===== src/rtl/udxs_sqrt_pkg.sv =====
// Shared types and derived-size helpers for the integer square-root engine.
package udxs_sqrt_pkg;

  typedef enum logic [1:0] {
    IDLE = 2'd0,
    RUN  = 2'd1,
    DONE = 2'd2
  } state_t;

  // Number of root bits (and iterations) for a given query width.
  function automatic int unsigned half_w(input int unsigned width);
    return width / 2;
  endfunction

  // Clock cycles per job; guards against a zero step count during elaboration.
  function automatic int unsigned cycles(input int unsigned width, input int unsigned steps);
    return (steps == 0) ? 1 : (width / 2) / steps;
  endfunction

endpackage


===== src/rtl/udxs_sqrt_step.sv =====
// One restoring digit-by-digit iteration: consumes the top two query bits.
module udxs_sqrt_step
  import udxs_sqrt_pkg::*;
#(
  parameter int unsigned WIDTH = 16
) (
  input  logic [WIDTH-1:0]         q,
  input  logic [WIDTH/2-1:0]       r,
  input  logic [WIDTH/2+1:0]       e,
  output logic [WIDTH-1:0]         q_nxt_c,
  output logic [WIDTH/2-1:0]       r_nxt_c,
  output logic [WIDTH/2+1:0]       e_nxt_c
);

  localparam int unsigned H  = half_w(WIDTH);
  localparam int unsigned EW = H + 2;
  localparam int unsigned XW = EW + 2;

  logic [XW-1:0] e_sh;
  logic [XW-1:0] t;

  // The remainder never grows past H+1 bits, so the widened compare equals the EW-bit one.
  always_comb begin
    e_sh    = {e, q[WIDTH-1:WIDTH-2]};
    t       = {2'b00, r, 2'b01};
    q_nxt_c = {q[WIDTH-3:0], 2'b00};
    r_nxt_c = {r[H-2:0], 1'b0};
    e_nxt_c = EW'(e_sh);
    if (e_sh >= t) begin
      e_nxt_c = EW'(e_sh - t);
      r_nxt_c = {r[H-2:0], 1'b1};
    end
  end

endmodule


===== src/rtl/udxs_sqrt_engine.sv =====
// Integer square-root engine: floor(sqrt(query)) and remainder, valid/ready framed,
// STEPS_PER_CYCLE restoring iterations per clock.
module udxs_sqrt_engine
  import udxs_sqrt_pkg::*;
#(
  parameter int unsigned WIDTH           = 16,
  parameter int unsigned STEPS_PER_CYCLE = 2
) (
  input  logic               clk,
  input  logic               rst_n,
  input  logic               flush,
  input  logic               in_valid,
  output logic               in_ready,
  input  logic [WIDTH-1:0]   query,
  output logic               out_valid,
  input  logic               out_ready,
  output logic [WIDTH/2-1:0] root,
  output logic [WIDTH/2:0]   rem,
  output logic               busy
);

  localparam int unsigned H     = half_w(WIDTH);
  localparam int unsigned EW    = H + 2;
  localparam int unsigned C     = cycles(WIDTH, STEPS_PER_CYCLE);
  localparam int unsigned CNT_W = (C > 1) ? $clog2(C) : 1;
  localparam int unsigned S     = STEPS_PER_CYCLE;

  if ((WIDTH % 2 != 0) || (WIDTH < 4) || (S == 0) || ((WIDTH / 2) % S != 0)) begin : g_param_check
    $error("udxs_sqrt_engine: WIDTH must be even and >= 4, STEPS_PER_CYCLE must divide WIDTH/2");
  end

  state_t             state;
  state_t             state_nxt;
  logic               accept_c;
  logic               run_c;
  logic               last_c;
  logic [WIDTH-1:0]   q;
  logic [H-1:0]       r;
  logic [EW-1:0]      e;
  logic [CNT_W-1:0]   cnt;

  logic [WIDTH-1:0]   q_s [S+1];
  logic [H-1:0]       r_s [S+1];
  logic [EW-1:0]      e_s [S+1];

  assign q_s[0] = q;
  assign r_s[0] = r;
  assign e_s[0] = e;

  // Unrolled iteration chain evaluated once per RUN cycle.
  for (genvar i = 0; i < S; i++) begin : g_step
    udxs_sqrt_step #(.WIDTH(WIDTH)) u_step (
      .q       (q_s[i]),
      .r       (r_s[i]),
      .e       (e_s[i]),
      .q_nxt_c (q_s[i+1]),
      .r_nxt_c (r_s[i+1]),
      .e_nxt_c (e_s[i+1])
    );
  end

  always_ff @(posedge clk or negedge rst_n) begin
    if (!rst_n) begin
      state <= IDLE;
    end else begin
      state <= state_nxt;
    end
  end

  // Flush overrides every transition, including an accept in IDLE.
  always_comb begin
    state_nxt = state;
    accept_c  = 1'b0;
    run_c     = 1'b0;
    last_c    = 1'b0;
    if (flush) begin
      state_nxt = IDLE;
    end else begin
      case (state)
        IDLE: begin
          if (in_valid) begin
            accept_c  = 1'b1;
            state_nxt = RUN;
          end
        end
        RUN: begin
          run_c = 1'b1;
          if (cnt == '0) begin
            last_c    = 1'b1;
            state_nxt = DONE;
          end
        end
        DONE: begin
          if (out_ready) begin
            state_nxt = IDLE;
          end
        end
        default: state_nxt = IDLE;
      endcase
    end
  end

  always_ff @(posedge clk or negedge rst_n) begin
    if (!rst_n) begin
      q    <= '0;
      r    <= '0;
      e    <= '0;
      cnt  <= '0;
      root <= '0;
      rem  <= '0;
    end else if (accept_c) begin
      q   <= query;
      r   <= '0;
      e   <= '0;
      cnt <= CNT_W'(C - 1);
    end else if (run_c) begin
      q   <= q_s[S];
      r   <= r_s[S];
      e   <= e_s[S];
      cnt <= cnt - CNT_W'(1);
      if (last_c) begin
        root <= r_s[S];
        rem  <= e_s[S][H:0];
      end
    end
  end

  assign in_ready  = (state == IDLE);
  assign out_valid = (state == DONE);
  assign busy      = (state == RUN);

endmodule


===== config.mk =====
export PLATFORM = sky130hd
export DESIGN_NAME = udxs_sqrt_engine
export DESIGN_NICKNAME = d
export VERILOG_FILES = /design/src/rtl/udxs_sqrt_pkg.sv /design/src/rtl/udxs_sqrt_step.sv /design/src/rtl/udxs_sqrt_engine.sv
export SDC_FILE = /design/constraint.sdc
export NUM_CORES = 1
export LEC_CHECK = 0
export CORE_UTILIZATION = 47
export DETAILED_ROUTE_END_ITERATION = 6
export GPL_ROUTABILITY_DRIVEN = 0
export PLACE_DENSITY = 0.69
export RECOVER_POWER = 50
export SLEW_MARGIN = 20
export SYNTH_ARGS = -nofsm -noshare
export SYNTH_HDL_FRONTEND = slang
export SYNTH_SLANG_ARGS = --single-unit

===== constraint.sdc =====
create_clock -name clk -period 4.5 [get_ports clk]
set_input_delay 0.9 -clock clk [delete_from_list [all_inputs] [get_ports clk]]
set_output_delay 0.9 -clock clk [all_outputs]
set_load 0.005 [all_outputs]

==> impl_metrics.json <==
{
  "grt_pass1_wl_um": 13200,
  "std_cell_rows": 29,
  "dp_hpwl_um": 5710,
  "r2r-start": "r[3]",
  "maxCapViolations": 1,
  "hold_violations": 0,
  "clockBufferDepth": 2,
  "grt_util_all_layers_pct": 23.4,
  "cpLargestDelayFamily": "simple AND/OR/NAND/NOR gates",
  "synth_edf_count": 0,
  "yosys.cell_types.count": 47,
  "synthFlopType": "dfrtp_1",
  "path_cells": "inv_1 -> ha_1 -> a21oi_2 -> o21ai_1 -> and3_1 -> or2_4 -> a21oi_1 -> ha_1 -> and3_1 -> and2_1 -> a211oi_1 -> nor2_1 -> nor4_4 -> buf_6 -> mux2i_2 -> o21ai_1",
  "slowest_delay_ns": 0.40,
  "path_clk_slew_ns": 0.10,
  "synth_async_sr_flop_share_pct": 100,
  "cp.arrival_ns": 4.32,
  "crit_required_ns": 4.67,
  "syn_area_um2": 3230,
  "io_pins": 41,
  "fin_crit_ns": 4.16,
  "cts_sinks": 55,
  "setup_viol": 0,
  "drt_iter0_drc": 202,
  "routed_via_density": 5.79,
  "fmax_ghz": 0.241,
  "drive_gt1_share_pct": 6.94,
  "ys_top_cells_by_area": "dfrtp_1 43%, ha_1 8.1%, nand2_1 6.9%",
  "clock-root-buffer": "clkbuf_8",
  "reg2reg_slack_ns": 0.34,
  "period_share_pct": 92.3,
  "worstSkewPairLatency_ns": 0.31,
  "fillCellCount": 567,
  "cts.htree.levels": 2,
  "grt_pass1_vias": 2613,
  "drv_slew": 56,
  "cts_buffers": 5,
  "max-slew-margin-rel_pct": -92.1,
  "skew_ns": 0.0119,
  "die_height_um": 84.9,
  "overflow": 0,
  "seq_area_frac_synth_pct": 42.6,
  "final_nets": 431,
  "ff2ff_path_depth": 16,
  "route.detailed.drc": 0,
  "worst-path-buf-inv": 2,
  "synth_top_cell_by_area": "dfrtp_1",
  "n_antenna_cell": 0,
  "detail_route.first_pass.iterations": 5,
  "r2r_end": "rem[3]",
  "critPathKind": "reg -> reg",
  "rsz0062_at_grt": "no",
  "slowest_stage": "dfrtp_1",
  "place.port_buffers": 40,
  "start_util_pct": 49.7,
  "final.setup.tns_ns": 0,
  "synth-seq-cells": 55,
  "crit_start": "r[3]",
  "cp-start-kind": "flop",
  "die_area_um2": 7210,
  "endpoint": "rem[3]",
  "status": "complete, but fails checks",
  "synthCells": 351,
  "tightestPinTransition_ns": 2.88,
  "syn_nets": 393,
  "wl_per_cell_um": 16.7,
  "holdWs_ns": 0.482,
  "wirelength_um": 7780,
  "grt_max_degree": 56,
  "antenna_found_initial": 0,
  "cp_max_fo": 18,
  "hp-class": "reg -> reg",
  "syn2layout_area_growth_pct": 18.5,
  "routed-via-count": 2698,
  "violations": "capacitance limit, slew limit",
  "cts_tree": "yes",
  "syn_avg_cell_area_um2": 9.20,
  "ant_nets": 0,
  "synth_top_area_share_pct": 42.6,
  "cp-end-kind": "flop",
  "synth_warnings": 0,
  "core-area_um2": 6490,
  "floorplan.die.width_um": 84.9,
  "worst-path-stages": 16
}
worst min-delay path: cells and delay by family (launching register included):
kind	cells	cell delay, ns
simple gates	2	0.10
flops	1	0.35
sequential cells by signal, summed over array words and instances (netlist names):
register / count
state: 2
root: 8
r: 8
cnt: 2
rem: 9
e: 10
q: 16
cells in the mapped netlist, types with 2 or more instances:
library cell / number
a221o_1: 5
nor2b_1: 4
a22oi_1: 9
and2_1: 2
o21ai_1: 15
and3_1: 2
mux2_2: 3
o211ai_1: 2
o31ai_1: 2
a21o_1: 4
nor2_1: 19
nand2_1: 59
inv_1: 17
o21a_1: 2
nand3_1: 6
a21oi_1: 23
ha_1: 21
o21ai_0: 16
nand2b_1: 5
a22o_1: 6
nor3_1: 9
mux2i_1: 8
nand4_1: 2
dfrtp_1: 55
buf_6: 2
xnor2_1: 11
and4_1: 2
xor2_1: 7
o22ai_1: 2
clkbuf_1: 14
what timing repair did:
| action | in CTS | in global routing |
|---|---|---|
| setup buffers | 0 | 1 |
| endpoints found under the hold margin | 0 | 0 |
| resized for setup | 0 | 7 |
| setup endpoints to repair | 0 | 20 |
| hold buffers | 0 | 0 |
cell type report:
type                       instances  area [µm²]  share of cell area, %
clock inverter                     2        37.5                  0.980
clock buffer                       5        68.8                   1.80
tap                               77        96.3                   2.52
inverter                          17        63.8                   1.67
sequential                        55        1380                   35.9
multi-input combinational        263        1740                   45.5
timing repair buffer              47         444                   11.6
worst min-delay path by stage:
stage / startpoint / endpoint / depth (start not counted)
floorplan: q[4] / q[4] / 2
global placement: q[6] / q[6] / 2
detailed placement: q[6] / q[6] / 2
CTS: q[6] / q[6] / 2
global route: q[8] / q[8] / 2
finish: q[8] / q[8] / 2
through the flow:
step / cells / cell area (µm²) / setup slack, ns / utilization, %
after floorplan: 351 / 3230 / 0.608 / -
after global placement: 458 / 3700 / 0.211 / 57.0
after detailed placement: 458 / 3700 / 0.0705 / 57.0
after CTS: 465 / 3810 / 0.0431 / 58.6
after global routing: 466 / 3830 / 0.0589 / 58.9
final: 466 / 3830 / 0.345 / 58.9
logic make-up after synthesis:
family	share of synthesized area, %
buffers and inverters	4.30
and+or+nand+nor	16.6
AOI/OAI and AO/OA	19.9
adders and majority gates	8.13
muxes	3.52
DFF	42.6
xor gates and xnor gates	4.88
placed cells by master, fill, tap and decap left out, types with 2 or more instances in the layout:
cell type,synthesis,final
o21a_1,2,2
a21o_1,4,4
buf_4,0,4
o21ai_1,15,15
a22oi_1,9,9
nor3_1,9,9
a21oi_1,23,23
and3_1,2,2
clkdlybuf4s50_1,0,30
nor2b_1,4,3
inv_1,17,17
nor2_1,19,19
nand2b_1,5,5
dlygate4sd3_1,0,9
a22o_1,6,6
mux2i_1,8,4
o211ai_1,2,2
dfrtp_1,55,55
nand4_1,2,2
nand2_1,59,59
nand3_1,6,6
clkbuf_1,14,2
and4_1,2,2
xnor2_1,11,11
o22ai_1,2,2
ha_1,21,21
mux2i_2,0,4
xor2_1,7,7
mux2_2,3,3
and2_1,2,2
o21ai_0,16,16
clkbuf_8,0,5
o31ai_1,2,2
a221o_1,5,5
metal layers:
layer	routed length, µm	track usage (%)	vias up
met5	0	0	-
met4	127	8.17	0
met3	346	3.31	10
met2	3570	36.2	71
met1	3740	33.8	1298
li1	-	-	1319
Power is left out: the tool's default activity adds up to more than one toggle a clock period on the data nets, which glitch-free logic cannot reach.
